===== src/rtl/tm_pkg.sv =====
// Shared widths, FSM encoding and launch-queue entry for the thread-manager warp launcher.
package tm_pkg;

   localparam int unsigned NUM_HW_WARPS = 8;
   localparam int unsigned HW_ID_W      = 3;
   localparam int unsigned SW_ID_W      = 32;
   localparam int unsigned NREQ_W       = 3;
   localparam int unsigned AVAIL_W      = 5;
   localparam int unsigned NEED_W       = AVAIL_W + 1;
   localparam int unsigned QDEPTH       = 4;
   localparam int unsigned QPTR_W       = $clog2(QDEPTH);
   localparam int unsigned QCNT_W       = QPTR_W + 1;
   localparam int unsigned STAT_W       = 16;

   typedef enum logic [2:0] {
      ST_IDLE  = 3'b001,
      ST_ISSUE = 3'b010,
      ST_WAIT  = 3'b100
   } tm_state_e;

   typedef struct packed {
      logic [SW_ID_W-1:0] sw_warp;
      logic [NREQ_W-1:0]  nreq;
   } launch_entry_t;

   // RAU hands out registers in pairs, so an odd request costs one extra.
   function automatic logic [NEED_W-1:0] need_of(input logic [NREQ_W-1:0] nreq);
      return NEED_W'(nreq) + NEED_W'(nreq[0]);
   endfunction

endpackage


===== src/rtl/tm_free_slot_pick.sv =====
// Lowest-index free hardware warp slot finder (combinational priority encoder).
module tm_free_slot_pick
   import tm_pkg::*;
(
   input  logic [NUM_HW_WARPS-1:0] i_active,
   output logic                    o_found_c,
   output logic [HW_ID_W-1:0]      o_id_c
);

   // Scan downward so the lowest free index is the last one written.
   always_comb begin
      o_found_c = 1'b0;
      o_id_c    = '0;
      for (int i = NUM_HW_WARPS - 1; i >= 0; i--) begin
         if (!i_active[i]) begin
            o_found_c = 1'b1;
            o_id_c    = HW_ID_W'(i);
         end
      end
   end

endmodule


===== src/rtl/tm_warp_launcher.sv =====
// Queues software-warp launches, binds them to free hardware slots and runs one RAU allocation at a time.
// Optional build macro TM_LAUNCH_STATS_EN adds launch_count and stall_cycles counters.
module tm_warp_launcher
   import tm_pkg::*;
(
   input  logic                    clk,
   input  logic                    rst,
   input  logic                    launch_valid,
   input  logic [SW_ID_W-1:0]      launch_sw_warp,
   input  logic [NREQ_W-1:0]       launch_nreq,
   output logic                    launch_ready,
   input  logic [AVAIL_W-1:0]      RAU_TM_Available,
   input  logic                    RAU_TM_AlloDone,
   input  logic                    IB_RAU_ExitEN,
   input  logic [HW_ID_W-1:0]      IB_Exit_WarpID,
   output logic                    TM_RAU_AlloEN,
   output logic [HW_ID_W-1:0]      TM_RAU_HWWarp,
   output logic [SW_ID_W-1:0]      TM_RAU_SWWarp,
   output logic [NREQ_W-1:0]       TM_RAU_Nreq,
   output logic [NUM_HW_WARPS-1:0] warp_active,
   output logic                    warp_start_valid,
   output logic [HW_ID_W-1:0]      warp_start_id
`ifdef TM_LAUNCH_STATS_EN
   ,
   output logic [STAT_W-1:0]       launch_count,
   output logic [STAT_W-1:0]       stall_cycles
`endif
);

   launch_entry_t             r_q [QDEPTH];
   logic [QPTR_W-1:0]         r_wr_ptr;
   logic [QPTR_W-1:0]         r_rd_ptr;
   logic [QCNT_W-1:0]         r_count;
   logic                      r_launch_ready;
   tm_state_e                 r_state;
   logic [NUM_HW_WARPS-1:0]   r_warp_active;
   logic                      r_allo_en;
   logic [HW_ID_W-1:0]        r_hw_warp;
   logic [SW_ID_W-1:0]        r_sw_warp;
   logic [NREQ_W-1:0]         r_nreq;
   logic                      r_start_valid;
   logic [HW_ID_W-1:0]        r_start_id;

   tm_state_e                 w_state_nxt;
   launch_entry_t             w_head;
   logic [NEED_W-1:0]         w_need;
   logic [QCNT_W-1:0]         w_count_nxt;
   logic                      w_empty;
   logic                      w_push;
   logic                      w_launch;
   logic                      w_can_launch;
   logic                      w_start_nxt;
   logic                      w_pick_found;
   logic [HW_ID_W-1:0]        w_pick_id;
   logic                      w_busy_slot;
   logic                      w_exit_ok;
   logic [NUM_HW_WARPS-1:0]   w_set_mask;
   logic [NUM_HW_WARPS-1:0]   w_clr_mask;

   tm_free_slot_pick u_pick (
      .i_active  (r_warp_active),
      .o_found_c (w_pick_found),
      .o_id_c    (w_pick_id)
   );

   assign w_empty      = (r_count == '0);
   assign w_push       = launch_valid && r_launch_ready;
   assign w_head       = r_q[r_rd_ptr];
   assign w_need       = need_of(w_head.nreq);
   assign w_can_launch = !w_empty && w_pick_found &&
                         (w_need <= NEED_W'(RAU_TM_Available)) && !IB_RAU_ExitEN;
   assign w_count_nxt  = r_count + QCNT_W'(w_push) - QCNT_W'(w_launch);

   // The slot bound to an in-flight allocation cannot be released by a snooped exit.
   assign w_busy_slot  = (r_state != ST_IDLE) && (IB_Exit_WarpID == r_hw_warp);
   assign w_exit_ok    = IB_RAU_ExitEN && r_warp_active[IB_Exit_WarpID] && !w_busy_slot;
   assign w_set_mask   = w_launch  ? (NUM_HW_WARPS'(1) << w_pick_id)      : '0;
   assign w_clr_mask   = w_exit_ok ? (NUM_HW_WARPS'(1) << IB_Exit_WarpID) : '0;

   always_ff @(posedge clk or posedge rst) begin
      if (rst) r_state <= ST_IDLE;
      else     r_state <= w_state_nxt;
   end

   always_comb begin
      w_state_nxt = r_state;
      w_launch    = 1'b0;
      w_start_nxt = 1'b0;
      case (r_state)
         ST_IDLE: begin
            if (w_can_launch) begin
               w_launch = 1'b1;
               if (w_need == '0) w_start_nxt = 1'b1;
               else              w_state_nxt = ST_ISSUE;
            end
         end
         // RAU ignores a request that coincides with an exit, so hold it.
         ST_ISSUE: begin
            if (!IB_RAU_ExitEN) w_state_nxt = ST_WAIT;
         end
         ST_WAIT: begin
            if (RAU_TM_AlloDone) begin
               w_state_nxt = ST_IDLE;
               w_start_nxt = 1'b1;
            end
         end
         default: w_state_nxt = ST_IDLE;
      endcase
   end

   always_ff @(posedge clk) begin
      if (w_push) r_q[r_wr_ptr] <= '{sw_warp: launch_sw_warp, nreq: launch_nreq};
   end

   always_ff @(posedge clk or posedge rst) begin
      if (rst) begin
         r_wr_ptr       <= '0;
         r_rd_ptr       <= '0;
         r_count        <= '0;
         r_launch_ready <= 1'b1;
      end else begin
         if (w_push)   r_wr_ptr <= r_wr_ptr + QPTR_W'(1);
         if (w_launch) r_rd_ptr <= r_rd_ptr + QPTR_W'(1);
         r_count        <= w_count_nxt;
         r_launch_ready <= (w_count_nxt != QCNT_W'(QDEPTH));
      end
   end

   always_ff @(posedge clk or posedge rst) begin
      if (rst) begin
         r_warp_active <= '0;
         r_allo_en     <= 1'b0;
         r_hw_warp     <= '0;
         r_sw_warp     <= '0;
         r_nreq        <= '0;
         r_start_valid <= 1'b0;
         r_start_id    <= '0;
      end else begin
         r_warp_active <= (r_warp_active | w_set_mask) & ~w_clr_mask;
         r_allo_en     <= (w_state_nxt == ST_ISSUE);
         r_start_valid <= w_start_nxt;
         if (w_launch) begin
            r_hw_warp <= w_pick_id;
            r_sw_warp <= w_head.sw_warp;
            r_nreq    <= w_head.nreq;
         end
         if (w_start_nxt) r_start_id <= w_launch ? w_pick_id : r_hw_warp;
      end
   end

   assign launch_ready     = r_launch_ready;
   assign TM_RAU_AlloEN    = r_allo_en;
   assign TM_RAU_HWWarp    = r_hw_warp;
   assign TM_RAU_SWWarp    = r_sw_warp;
   assign TM_RAU_Nreq      = r_nreq;
   assign warp_active      = r_warp_active;
   assign warp_start_valid = r_start_valid;
   assign warp_start_id    = r_start_id;

`ifdef TM_LAUNCH_STATS_EN
   logic [STAT_W-1:0] r_launch_count;
   logic [STAT_W-1:0] r_stall_cycles;

   // Launch count wraps; stall count saturates.
   always_ff @(posedge clk or posedge rst) begin
      if (rst) begin
         r_launch_count <= '0;
         r_stall_cycles <= '0;
      end else begin
         if (r_start_valid) r_launch_count <= r_launch_count + STAT_W'(1);
         if ((r_state == ST_IDLE) && !w_empty && !w_can_launch && (r_stall_cycles != '1))
            r_stall_cycles <= r_stall_cycles + STAT_W'(1);
      end
   end

   assign launch_count = r_launch_count;
   assign stall_cycles = r_stall_cycles;
`endif

endmodule


===== config.mk =====
export PLATFORM = sky130hd
export DESIGN_NAME = tm_warp_launcher
export DESIGN_NICKNAME = d
export VERILOG_FILES = /design/src/rtl/tm_pkg.sv /design/src/rtl/tm_free_slot_pick.sv /design/src/rtl/tm_warp_launcher.sv
export SDC_FILE = /design/constraint.sdc
export NUM_CORES = 1
export LEC_CHECK = 0
export CAP_MARGIN = 20
export CORE_ASPECT_RATIO = 2
export CORE_MARGIN = 3
export CORE_UTILIZATION = 45
export DETAILED_ROUTE_END_ITERATION = 8
export PLACE_DENSITY = 0.67
export SKIP_CTS_REPAIR_TIMING = 1
export SLEW_MARGIN = 25
export SYNTH_ARGS = -nofsm -noshare
export SYNTH_HDL_FRONTEND = slang
export SYNTH_HIERARCHICAL = 1
export SYNTH_SLANG_ARGS = --single-unit

===== constraint.sdc =====
create_clock -name clk -period 3.9 [get_ports clk]
set_clock_uncertainty 0.05 [all_clocks]
set_input_delay 0.78 -clock clk [delete_from_list [all_inputs] [get_ports clk]]
set_output_delay 0.78 -clock clk [all_outputs]
set_load 0.05 [all_outputs]

==> impl_metrics.py <==
metrics = {
    "power": {
        "p_leak_nw": 3.49,
        "vdd_ir_drop_max_uv": 429,
        "power_density_nw_per_um2": 873,
        "power.total_mw": 8.54,
    },
    "place": {
        "io_buffer_count": 99,
        "gp_congestion": 0.901,
        "dpl_cell_area_um2": 9200,
        "preCtsSetupSlack_ns": 0.466,
        "dp_hpwl_mm": 11.1,
    },
    "global_routing": {
        "grt-ovfl-total": 0,
        "antenna_found_initial": 0,
        "grt_max_degree": 63,
        "grt_pass1_vias": 4604,
        "grt_usage_pct": 17.4,
        "grt_pass1_wl_mm": 25.5,
    },
    "cts": {
        "cts_made_buffers": 18,
        "cts.sinks": 202,
        "root_buffer": "clkbuf_16",
        "cts_tree": "built",
        "cts-htree-levels": 1,
        "insertion_delay_ns": 0.48,
        "clk_pin_slew_ns": 0.07,
        "clockBufferDepth": 3,
    },
    "synthesis": {
        "synth_top_area_share_pct": 53.2,
        "synth.area.top_cells": "edfxtp_1 53%, dfrtp_1 19%, mux4_2 10%",
        "ys_types": 45,
        "syn_inst": 411,
        "syn_area_um2": 7900,
        "syn_avg_cell_area_um2": 19.2,
        "yosys_register_bits": 202,
        "ys_seq_area_share_pct": 72.9,
        "yosysTopAreaCell": "edfxtp_1",
        "synth_nets": 469,
        "ys_warn_count": 6,
    },
    "die": {
        "io_pins": 100,
        "placementRows": 68,
        "initial_core_util_pct": 45.8,
        "core_region_area_um2": 17300,
        "dieArea_um2": 19300,
        "die_h_um": 193,
        "die_w_um": 99.7,
    },
    "detailed_routing": {
        "vias": 4197,
        "dr_wl_met3_um": 713,
        "met2RoutedLength_mm": 9.69,
        "drt_iter0_drc": 129,
        "ant_nets": 0,
        "highest_layer": "met4",
        "dr.pass1.iters": 4,
        "postRouteWirelength_mm": 16.4,
        "met1_length_mm": 5.52,
        "drc_errors": 0,
        "avgRoutedWirePerCell_um": 21.9,
        "viasPerCell": 5.60,
    },
    "sta": {
        "timing.slew.headroom_pct": 31.8,
        "final.min_clock_period_ns": 3.40,
        "rsz0062_at_grt": "no",
        "tightest_slew_ns": 1.02,
        "fmax_mhz": 294,
        "maxSlewViolCount": 0,
        "setup_viol": 0,
        "period_share_pct": 87.2,
        "hold_violations": 0,
        "setup_slack_ns": 0.500,
        "finalSetupTns_ns": 0,
    },
    "worst_hold_path": {
        "hp-class": "flip-flop to flip-flop",
    },
    "finish": {
        "final_cell_area_um2": 9780,
        "drive_gt1_share_pct": 23.6,
        "utilization_pct": 56.6,
        "diodes": 0,
        "area_growth_pct": 23.7,
        "fill_cells": 1362,
        "fin_nets": 585,
    },
    "setup_path": {
        "critPathArrivalTime_ns": 3.75,
        "cp-end-kind": "flip-flop",
        "worst_ep_required_time_ns": 4.25,
        "path_max_fanout": 15,
        "critPathLaunchType": "flip-flop",
        "path_class": "flip-flop to flip-flop",
    },
    "status": {
        "status": "completed",
    },
    "run": {
        "cap_violations": 0,
    },
}
## cell type report
type	instances	area (um2)	share of cell area, %
Multi-Input combinational cell	182	2030	20.8
Tap cell	210	263	2.69
Timing Repair Buffer	111	1090	11.2
Inverter	12	45.0	0.461
Clock inverter	9	93.8	0.959
Clock buffer	23	490	5.01
Sequential cell	202	5760	58.9
## cell families after synthesis
logic type / Yosys count / synth area share [%]
and+or+nand+nor: 52 / 3.91
muxes: 75 / 16.0
adders and majority gates: 10 / 1.68
DFF: 202 / 72.9
xor gates and xnor gates: 9 / 0.997
AOI/OAI and AO/OA: 36 / 3.07
buffers and inverters: 27 / 1.49
## final timing paths
path,from,endpoint,slack [ns],cells past startpoint
hold reg to reg,TM_RAU_SWWarp[30]$_DFFE_PP0P_,TM_RAU_SWWarp[30]$_DFFE_PP0P_,0.46,1
min in group asynchronous,rst,TM_RAU_HWWarp[1]$_DFF_PP0_,0.65,3
setup reg to reg,r_rd_ptr[0]$_DFFE_PP0P_,launch_ready$_DFF_PP1_,0.50,13
setup / recovery,r_rd_ptr[0]$_DFFE_PP0P_,launch_ready$_DFF_PP1_,0.50,13
hold / removal,TM_RAU_SWWarp[30]$_DFFE_PP0P_,TM_RAU_SWWarp[30]$_DFFE_PP0P_,0.46,1
max in group asynchronous,rst,launch_ready$_DFF_PP1_,2.81,3
## critical path: stages, from the launching register on
cell	delay (ns)
dfrtp_2	0.42
mux4_2	0.57
ha_1	0.24
inv_1	0.10
xnor2_1	0.13
ha_1	0.26
a21o_1	0.18
a21oi_1	0.14
o31a_2	0.19
buf_4	0.25
nand2_1	0.11
fa_1	0.42
xnor2_1	0.20
nand2_1	0.07
## cell usage in the layout, fill, tap and decap left out, drive strengths merged, types with 2 or more instances in the layout
cell type      instances
nand2b                 3
bufinv                 2
o21ai                  2
and3                   5
a31oi                  9
or3b                   2
edfxtp               140
clkinv                 5
o21bai                 2
mux4                  37
and2                   4
clkdlybuf4s50         99
xor2                   4
dfrtp                 60
a21oi                 12
nor2b                  5
mux2                  38
clkinvlp               2
a41oi                  2
xnor2                  5
ha                     9
clkbuf                23
nand2                 13
buf                   12
nor2                   9
o21a                   2
nor3                   3
a311o                  2
inv                   12
dfstp                  2
nor4bb                 3
## per-stage QoR
step	hold WS (ns)	instances
after floorplan	0.436	411
after global placement	0.443	717
after detailed placement	0.447	717
after CTS	0.461	749
after global routing	0.479	749
final	0.459	749
## where the power goes
group          internal (mW)  leakage, nW  switching (mW)
sequential              2.94         2.02           0.318
combinational           1.45         1.19            2.09
clock                   1.02        0.280           0.726
## metal layers
layer	vias to the layer above	GRT usage, %
li1	1851	-
met1	2177	18.2
met2	134	33.6
met3	35	2.74
met4	0	6.43
met5	-	0
## cells in the mapped netlist, drive strengths merged
| cell type | instances |
|---|---|
| a41oi | 2 |
| mux4 | 37 |
| mux2 | 38 |
| inv | 12 |
| ha | 9 |
| fa | 1 |
| xnor2 | 5 |
| nand2b | 3 |
| nor4bb | 3 |
| xor2 | 4 |
| buf | 10 |
| and2 | 4 |
| clkbuf | 5 |
| a41o | 1 |
| dfrtp | 60 |
| o21bai | 2 |
| o31a | 1 |
| or4bb | 1 |
| a21oi | 12 |
| o22ai | 1 |
| a21o | 1 |
| nor3 | 3 |
| nor3b | 1 |
| a311o | 2 |
| and4b | 1 |
| and3 | 5 |
| and4bb | 1 |
| dfstp | 2 |
| o21a | 2 |
| nor4b | 1 |
| or3b | 2 |
| a31oi | 9 |
| nor2b | 5 |
| o21ai | 2 |
| edfxtp | 140 |
| nand2 | 13 |
| a221oi | 1 |
| nor2 | 9 |
## registers in the layout (all words and copies together), names as in the netlist
signal / count
r_q: 140
TM_RAU_SWWarp: 32
warp_active: 8
TM_RAU_HWWarp: 3
TM_RAU_Nreq: 3
r_count: 3
r_state: 3
warp_start_id: 3
r_rd_ptr: 2
r_wr_ptr: 2
TM_RAU_AlloEN: 1
launch_ready: 1
warp_start_valid: 1
(Power assumes the default switching activity.)
